**src/rtl/tdm_demux_1to4.sv**
```systemverilog
// Receive side of the 4:1 TDM link: realigns on slot-0 frame sync, assembles
// slot words in shadow registers and publishes each complete frame at once.
module tdm_demux_1to4 #(
    parameter int WIDTH = 8
) (
    input  logic                 clk,
    input  logic                 rst_n,
    input  logic [WIDTH-1:0]     din,
    input  logic                 din_valid,
    input  logic                 frame_sync,
    output logic [4*WIDTH-1:0]   dout,
    output logic                 frame_done,
    output logic [3:0]           lane_strobe,
    output logic [1:0]           slot,
    output logic                 sync_err,
    output logic                 locked
);

    typedef enum logic {
        IDLE = 1'b0,
        RUN  = 1'b1
    } state_t;

    state_t                  state_q, state_d;
    logic [1:0]              slot_q, slot_d;
    logic [2:0][WIDTH-1:0]   shadow_q, shadow_d;
    logic [4*WIDTH-1:0]      dout_q, dout_d;
    logic                    frame_done_q, frame_done_d;
    logic [3:0]              lane_strobe_q, lane_strobe_d;
    logic                    sync_err_q, sync_err_d;

    always_comb begin
        state_d       = state_q;
        slot_d        = slot_q;
        shadow_d      = shadow_q;
        dout_d        = dout_q;
        frame_done_d  = 1'b0;
        lane_strobe_d = 4'b0000;
        sync_err_d    = 1'b0;

        if (din_valid) begin
            if (frame_sync && (state_q == IDLE || slot_q == 2'd0 || state_q == RUN)) begin
                // Any sync beat starts a fresh frame; off-slot-0 in RUN is an early sync.
                sync_err_d    = (state_q == RUN) && (slot_q != 2'd0);
                shadow_d[0]   = din;
                lane_strobe_d = 4'b0001;
                slot_d        = 2'd1;
                state_d       = RUN;
            end else if (state_q == RUN) begin
                if (slot_q == 2'd0) begin
                    sync_err_d = 1'b1;
                    slot_d     = 2'd0;
                    state_d    = IDLE;
                end else begin
                    lane_strobe_d[slot_q] = 1'b1;
                    slot_d                = slot_q + 2'd1;
                    case (slot_q)
                        2'd1:    shadow_d[1] = din;
                        2'd2:    shadow_d[2] = din;
                        default: begin
                            // Last slot bypasses its shadow and goes straight to dout.
                            dout_d       = {din, shadow_q[2], shadow_q[1], shadow_q[0]};
                            frame_done_d = 1'b1;
                        end
                    endcase
                end
            end
        end
    end

    always_ff @(posedge clk or negedge rst_n) begin
        if (!rst_n) begin
            state_q       <= IDLE;
            slot_q        <= 2'd0;
            shadow_q      <= '0;
            dout_q        <= '0;
            frame_done_q  <= 1'b0;
            lane_strobe_q <= 4'b0000;
            sync_err_q    <= 1'b0;
        end else begin
            state_q       <= state_d;
            slot_q        <= slot_d;
            shadow_q      <= shadow_d;
            dout_q        <= dout_d;
            frame_done_q  <= frame_done_d;
            lane_strobe_q <= lane_strobe_d;
            sync_err_q    <= sync_err_d;
        end
    end

    assign dout        = dout_q;
    assign frame_done  = frame_done_q;
    assign lane_strobe = lane_strobe_q;
    assign slot        = slot_q;
    assign sync_err    = sync_err_q;
    assign locked      = (state_q == RUN);

endmodule

```
**config.mk**
```make
export PLATFORM = sky130hd
export DESIGN_NAME = tdm_demux_1to4
export DESIGN_NICKNAME = d
export VERILOG_FILES = /design/src/rtl/tdm_demux_1to4.sv
export SDC_FILE = /design/constraint.sdc
export NUM_CORES = 1
export LEC_CHECK = 0
export CAP_MARGIN = 20
export CORE_MARGIN = 3
export CORE_UTILIZATION = 50
export DETAILED_ROUTE_END_ITERATION = 12
export PLACE_DENSITY = 0.85
export SYNTH_ARGS = -nofsm -noshare
export SYNTH_HDL_FRONTEND = slang
export SYNTH_SLANG_ARGS = --single-unit
```
**constraint.sdc**
```tcl
create_clock -name clk -period 2.4 [get_ports clk]
set_input_delay 0.48 -clock clk [delete_from_list [all_inputs] [get_ports clk]]
set_output_delay 0.48 -clock clk [all_outputs]
set_load 0.05 [all_outputs]
```
==> results.toml, run 1 <==
[clock_network]
cts_hold_buf = 0
clockRootBuffer = "clkbuf_8"
ctsHtreeMaxLevel = 3
clock_sink_count = 64
numCtsBuffers = 9
clk_pin_slew_worst_paths_ps = 60
worst_skew_pair.late_latency_ps = 330
post-cts-setup-buffers = 0
cts_buffer_depth = 2
cts_tree = "built"
post_cts_resized = 0

[die]
start_util_pct = 52.9
core_um2 = 4820
die_h_um = 77.4
rows = 25
die_area_um2 = 5990
fp.dieW_um = 77.4
io_pins = 53

[synth]
synthesis.area_um2 = 2550
synthAdderAreaFrac_pct = 2.45
avgSynthCellArea_um2 = 16.5
synth-compound-area-share_pct = 1.03
synthSimpleGateAreaFrac_pct = 2.80
ys_seq_area_share_pct = 62.8
async_flop_share_pct = 100
yosys-top-cells-count = "dfrtp_1, mux2_2, mux2_4"
yosysMostFrequentCell = "dfrtp_1"
synth_xor_area_share_pct = 0.344
ys_ff_latch = 64
synthFlopType = "dfrtp_1"
synth_warnings = 0
synth_top_area_share_pct = 62.8
yosys-top-cells-area = "dfrtp_1, mux2_2, mux2_4"
synth_top_family_by_area = "multiplexers"
post_synth_inst_count = 154
yosys.area.top_type = "dfrtp_1"
synth.mux.area_fraction_pct = 27.1
synth-edff-count = 0
ys_types = 19
syn_nets = 171

[global_routing]
grt_overflow = 0
grt_max_degree = 41
first_global_vias = 1477
grt_use_total_pct = 16.8
antenna_found_initial = 0
grt_pass1_wl_mm = 7.51

[sta]
maxSlewHeadroom_pct = 63.7
maxSlewViolCount = 0
tns_ps = 0
finalSetupViolCount = 0
fin_crit_sh_pct = 87.0
rsz0062_at_grt = "false"
hold_violations = 0
hold_slack_ps = 124
clock_skew_ps = 4.12
clock.fmax_ghz = 0.479
tightest_slew_ps = 544
fin_ws_ps = 313
fin_crit_ps = 2090

[worst_setup_path]
cpLargestDelayFamily = "buffers and inverters"
cp_data_arrival_time_ps = 1610
r2r_cells = 5
r2r_start = "slot[0]$_DFFE_PN0P_"
max_stage_delay_ps = 840
path_max_fanout = 7
endpoint_kind = "primary output"
path_class = "register to primary output"
r2r_slack_ps = 790
path_cells = "clkdlybuf4s50_1"
crit_required_ps = 1920
cp_slowest_cell = "clkdlybuf4s50_1"
timing.critical_path.buf_inv = 1
rr_endpoint = "shadow_q[16]$_DFFE_PN0P_"
setup.worst_path.start_class = "register"

[place]
dp_hpwl_mm = 2.98
dp.cells = 271
gp_congestion = 0.747
io_buffer_count = 52
placed_area_um2 = 3140
pre_cts_ws_ps = 208

[cells_and_area]
drive_above_1_share_pct = 35.0
final_util_pct = 69.1
fin_nets = 232
diodes = 0
design_area_um2 = 3330
syn_to_final_growth_pct = 30.5
instances_no_fill = 287

[route]
dr.pass1.iters = 4
wl_per_cell_um = 15.5
routed_via_density = 4.90
routed_wirelength_mm = 4.45
drtIter0Drc = 51
vias = 1407
drc = 0
antenna_left = 0

[power]
p_per_area_nw_per_um2 = 1420
power_leakage_nw = 1.55
finalPower_mw = 4.71
max-vdd-ir-drop_uv = 740

[flow_run]
drv_cap = 0

[outcome]
status = "finished, final reports clean"

[worst_hold_path]
hold_path.class = "input pin to asynchronous set/reset pin"
-- metal layers --
layer	global-route usage, %	wire length (um)	up-vias
li1	-	-	649
met1	21.9	2010	710
met2	24.9	2120	37
met3	3.83	172	11
met4	11.7	138	0
met5	0	0	-
-- flip-flops by register name, indices dropped and copies added (netlist names) --
register / cells
dout: 32
frame_done: 1
lane_strobe: 3
locked: 1
shadow_q: 24
slot: 2
sync_err: 1
-- worst reg2reg max path: stages (launching register included) --
cell     delay, ps
dfrtp_1        400
inv_1          110
ha_1           250
and3b_1        220
buf_4          200
mux2_4         320
-- layout by cell type (no fill, tap or decap), drive strengths merged, types with 2 or more instances in the layout --
cell,netlist,final
ha,5,5
buf,7,6
and2,2,2
and3b,3,3
inv,5,5
mux2,56,56
nand2,5,5
clkdlybuf4s50,0,51
clkbuf,0,14
dfrtp,64,64
-- how the worst max path moves through the flow --
stage                   startpoint                        to  cells past startpoint
3_3_place_gp             din_valid  shadow_q[19]$_DFFE_PN0P_                      5
3_5_place_dp             din_valid  shadow_q[12]$_DFFE_PN0P_                      5
2_1_floorplan  slot[0]$_DFFE_PN0P_  shadow_q[16]$_DFFE_PN0P_                      5
6_report        locked$_DFFE_PN0P_                    locked                      1
4_1_cts         locked$_DFFE_PN0P_                    locked                      1
5_1_grt         locked$_DFFE_PN0P_                    locked                      1
-- cell type report --
class                      instances  area [um2]
clock buffer                      14         173
clock inverter                     2        12.5
fill                             362        1490
inverter                           5        18.8
multi-input combinational         78         860
sequential                        64        1600
tap                               67        83.8
timing repair buffer              57         578
-- where the power goes --
part	internal, mW	switching, mW	leakage, nW	total (mW)
Sequential	1.48	0.227	0.803	1.71
Clock	0.459	0.383	0.0927	0.841
Combinational	0.878	1.28	0.657	2.16
Total	2.81	1.89	1.55	4.71
-- kinds of logic (layout without fill, tap and decap cells) --
| family | count (synthesis) | after routing |
|---|---|---|
| AND/OR/NAND/NOR | 12 | 12 |
| buffers and inverters | 12 | 78 |
| XOR/XNOR | 1 | 1 |
| flip-flops | 64 | 64 |
| adder cells (fa/ha/maj) | 5 | 5 |
| multiplexers | 56 | 56 |
| AO/OA/AOI/OAI | 4 | 4 |
Power figures use the tool's default switching activity.
==> inputs of run 2 (changes only) <==
Settings changed: ABC_CLOCK_PERIOD_IN_PS set to 2400, RECOVER_POWER set to 50.
==> run 2 against run 1 <==
  * Clock power hardly changed
  * Critical path depth stayed put
  * Via count hardly changed
  * Largest cell class unchanged
==> results.toml, run 2 (same netlist as run 1, synthesis figures left out) <==
[outcome]
status = "finished, final reports clean"

[cells_and_area]
largest_register_ffs = 32
final_cell_mix = "dfrtp_1, clkdlybuf4s50_1, mux2_2"
drive_above_1_share_pct = 34.1
final_util_pct = 69.0
diodes = 0
layout_commonest_cell = "dfrtp_1"
syn_to_final_growth_pct = 30.4
fin_nets = 232

[clock_network]
cts_tree = "built"
cts_hold_buf = 0
post-cts-setup-buffers = 0
clockRootBuffer = "clkbuf_8"
ctsHtreeMaxLevel = 3
numCtsBuffers = 9
cts_buffer_depth = 2
post_cts_resized = 0
worst_skew_pair.late_latency_ps = 330
clock_sink_count = 64
clk_pin_slew_worst_paths_ps = 60

[route]
wl_per_cell_um = 15.5
dr.pass1.iters = 4
routed_wirelength_mm = 4.44
drtIter0Drc = 51
antenna_left = 0
routed_via_density = 4.90
drc = 0
vias = 1406

[global_routing]
grt_use_total_pct = 16.8
grt_overflow = 0
antenna_found_initial = 0
first_global_vias = 1477
grt_max_degree = 41
grt_pass1_wl_mm = 7.51

[worst_setup_path]
setup.worst_path.start_class = "register"
cp_data_arrival_time_ps = 1610
path_cells = "clkdlybuf4s50_1"
cpLargestDelayFamily = "buffers and inverters"
timing.critical_path.buf_inv = 1
path_max_fanout = 7
endpoint_kind = "primary output"
crit_required_ps = 1920
path_class = "register to primary output"
cp_slowest_cell = "clkdlybuf4s50_1"
max_stage_delay_ps = 840

[die]
rows = 25
io_pins = 53
fp.dieW_um = 77.4
core_um2 = 4820
die_h_um = 77.4
start_util_pct = 52.9
die_area_um2 = 5990

[power]
p_per_area_nw_per_um2 = 1420
p_clk_share_pct = 17.9
intPower_mw = 2.81
power_switching_mw = 1.89
switching_share_pct = 40.2
p_comb_share_pct = 45.9
finalPower_mw = 4.70
power_leakage_nw = 1.55
p_seq_share_pct = 36.3
max-vdd-ir-drop_uv = 740

[sta]
hold_slack_ps = 414
fin_crit_sh_pct = 87.1
tns_ps = 0
maxSlewViolCount = 0
maxSlewHeadroom_pct = 13.3
finalSetupViolCount = 0
clock_skew_ps = 4.13
tightest_slew_ps = 1300
hold_violations = 0
rsz0062_at_grt = "false"
clock.fmax_ghz = 0.478
fin_crit_ps = 2090

[place]
dp_hpwl_mm = 2.98
io_buffer_count = 52
gp_congestion = 0.747

[worst_hold_path]
hold_path.class = "input pin to asynchronous set/reset pin"

[flow_run]
drv_cap = 0
run 2: changes by cell type in the layout (fill, tap and decap cells not counted), sizes merged:
cell | before | now
dlygate4sd3 | 0 | 1
buf | 6 | 4
clkbuf | 14 | 16
clkdlybuf4s50 | 51 | 50
run 2: metal layers:
layer	vias to the layer above	wire length (um)	GRT usage (%)
li1	649	-	-
met1	709	2010	21.9
met4	0	138	11.7
met5	-	0	0
met2	37	2120	24.9
met3	11	172	3.83
run 2: area by class of cell:
class	count	area, um2
clock buffers	14	173
clock inverters	2	12.5
fillers	364	1490
inverters	5	18.8
multi-input cells	78	857
flip-flops and latches	64	1600
well taps	67	83.8
repair buffers	57	577
run 2: worst paths after layout:
kind                                               from                       end  slack [ps]  cells past startpoint
worst max-delay path                 locked$_DFFE_PN0P_                    locked         310                      1
min in group clk                shadow_q[0]$_DFFE_PN0P_       dout[0]$_DFFE_PN0P_         500                      1
worst min-delay path                              rst_n      dout[30]$_DFFE_PN0P_         410                      1
worst max register to register      slot[0]$_DFFE_PN0P_  shadow_q[16]$_DFFE_PN0P_         790                      5
worst min register to register  shadow_q[0]$_DFFE_PN0P_       dout[0]$_DFFE_PN0P_         500                      1
max in group asynchronous                         rst_n       dout[6]$_DFFE_PN0P_        1170                      2
run 2: power by group through the flow:
stage	clock (mW)	combinational, mW	sequential, mW
2_1_floorplan	0	0.567	2.61
3_3_place_gp	0	2.14	1.71
3_5_place_dp	0	2.18	1.72
4_1_cts	0.869	2.18	1.71
5_1_grt	0.922	2.25	1.76
6_report	0.841	2.16	1.71
run 2: stage by stage:
| stage | instances | instance area (um2) | setup WS, ps |
|---|---|---|---|
| detailed placement | 271 | 3140 | 208 |
| CTS | 287 | 3330 | 285 |
| global placement | 271 | 3140 | 280 |
| finish | 287 | 3320 | 310 |
| global route | 287 | 3320 | 238 |
| floorplan | 154 | 2550 | 537 |
==> inputs of run 3 (changes only) <==
Settings changed: CORE_UTILIZATION 50 to 25, PLACE_DENSITY 0.85 to 0.52.
==> run 3 against run 2 <==
  * Highest routed layer unchanged
  * Worst setup slack got worse by 12 ps
  * Clock skew increased by 2.7 ps
  * Combinational power about the same
  * Via count increased by 0.43%
  * Total power increased by 0.47%
  * Largest cell class unchanged
  * Fmax decreased by 0.57%
  * Clock-buffer cell count decreased by 3
  * First-iteration DRC count decreased by 9.8%
  * Sequential power about the same
  * Largest power group unchanged
==> results.toml, run 3 (same netlist as run 1, synthesis figures left out) <==
[outcome]
status = "finished, final reports clean"

[worst_setup_path]
path_max_fanout = 19
path_cells = "dlygate4sd3_1 > and3b_1 > nand2_1 > clkbuf_2 > mux2_2"
r2r_start = "locked$_DFFE_PN0P_"
max_stage_delay_ps = 620
endpoint_kind = "register"
r2r_slack_ps = 660
cp_data_arrival_time_ps = 2320
path_class = "input pin to register"
r2r_cells = 4
rr_endpoint = "dout[1]$_DFFE_PN0P_"
setup.worst_path.start_class = "input pin"
crit_required_ps = 2620
cp_slowest_cell = "dlygate4sd3_1"

[die]
die_h_um = 107
core_um2 = 9860
io_pins = 53
rows = 36
fp.dieW_um = 107
start_util_pct = 25.8
die_area_um2 = 11400

[clock_network]
clockRootBuffer = "clkbuf_8"
clk_pin_slew_worst_paths_ps = 70
worst_skew_pair.late_latency_ps = 330
numCtsBuffers = 9
cts_hold_buf = 0
ctsHtreeMaxLevel = 3
post-cts-setup-buffers = 0
cts_tree = "built"
cts_buffer_depth = 2
post_cts_resized = 0
clock_sink_count = 64

[worst_hold_path]
hold_path.class = "input pin to asynchronous set/reset pin"

[cells_and_area]
syn_to_final_growth_pct = 33.3
instances_no_fill = 354
fin_nets = 234
fillers = 982
diodes = 0
final_cell_mix = "dfrtp_1, clkdlybuf4s50_1, mux2_2"
largest_register_ffs = 32
layout_commonest_cell = "dfrtp_1"
drive_above_1_share_pct = 33.9

[power]
intPower_mw = 2.85
p_per_area_nw_per_um2 = 1390
max-vdd-ir-drop_uv = 758
p_comb_share_pct = 45.4
switching_share_pct = 39.8
power_switching_mw = 1.88
power_leakage_nw = 1.55
p_seq_share_pct = 36.0
p_clk_share_pct = 18.6

[sta]
finalSetupViolCount = 0
fin_crit_ps = 2100
maxSlewHeadroom_pct = 13.5
fin_crit_sh_pct = 87.6
tns_ps = 0
clock_skew_ps = 6.87
tightest_slew_ps = 1300
hold_violations = 0
clock.fmax_ghz = 0.476
rsz0062_at_grt = "false"
maxSlewViolCount = 0

[global_routing]
antenna_found_initial = 0
grt_max_degree = 31
grt_use_total_pct = 9.60
grt_pass1_wl_mm = 8.19
grt_overflow = 0
first_global_vias = 1555

[place]
dp_hpwl_mm = 3.39
dp.cells = 339
io_buffer_count = 52
gp_congestion = 0.714

[route]
routed_wirelength_mm = 4.81
drc = 0
dr.pass1.iters = 4
vias = 1412
routed_via_density = 3.99
drtIter0Drc = 46
antenna_left = 0
wl_per_cell_um = 13.6

[flow_run]
drv_cap = 0
==> run 3: cell count changes in the layout (fill, tap and decap cells not counted), sizes merged <==
cell,delta
clkinv,+2
buf,-1
bufinv,+1
clkinvlp,-1
==> run 3: worst max path at each step <==
stage                                    from                       end  depth (start not counted)
after detailed placement            din_valid  shadow_q[10]$_DFFE_PN0P_                          5
after CTS                  locked$_DFFE_PN0P_                    locked                          1
final                               din_valid       dout[1]$_DFFE_PN0P_                          5
after global placement              din_valid  shadow_q[15]$_DFFE_PN0P_                          5
after floorplan           slot[0]$_DFFE_PN0P_  shadow_q[16]$_DFFE_PN0P_                          5
after global routing                    rst_n      dout[11]$_DFFE_PN0P_                          2
==> run 3: metrics by stage <==
stage	total power [mW]	hold slack [ps]	utilization [%]	area [um2]	worst slack, ps
2_1_floorplan	3.18	184	-	2550	537
3_3_place_gp	3.89	483	33.0	3250	259
3_5_place_dp	3.91	491	33.0	3250	216
4_1_cts	4.82	147	34.9	3440	284
5_1_grt	4.99	521	34.4	3400	159
6_report	4.73	417	34.4	3400	298
==> run 3: power groups by stage <==
stage	registers, mW	clock network, mW	logic (mW)
3_3_place_gp	1.73	0	2.16
5_1_grt	1.77	0.962	2.25
2_1_floorplan	2.61	0	0.567
4_1_cts	1.71	0.919	2.19
3_5_place_dp	1.73	0	2.18
6_report	1.70	0.878	2.15
==> run 3: critical path: cells and delay by family <==
kind,cells,cell delay (ps)
AND/OR/NAND/NOR,2,380
buffers and inverters,2,1060
multiplexers,1,390
==> run 3: layer usage <==
| metal | global-route usage, % | part of all wire (%) | up-vias |
|---|---|---|---|
| li1 | - | - | 658 |
| met1 | 12.0 | 47 | 704 |
| met2 | 14.5 | 45 | 43 |
| met3 | 4.82 | 6.5 | 7 |
| met4 | 3.01 | 1.2 | 0 |
| met5 | 0 | 0 | - |
==> run 3: layout make-up <==
type / instances / area [um2] / area share (%)
clock buffers: 11 / 141 / 4.16
clock inverters: 4 / 45.0 / 1.33
inverters: 5 / 18.8 / 0.552
multi-input cells: 78 / 857 / 25.2
flip-flops and latches: 64 / 1600 / 47.1
well taps: 133 / 166 / 4.90
repair buffers: 59 / 567 / 16.7
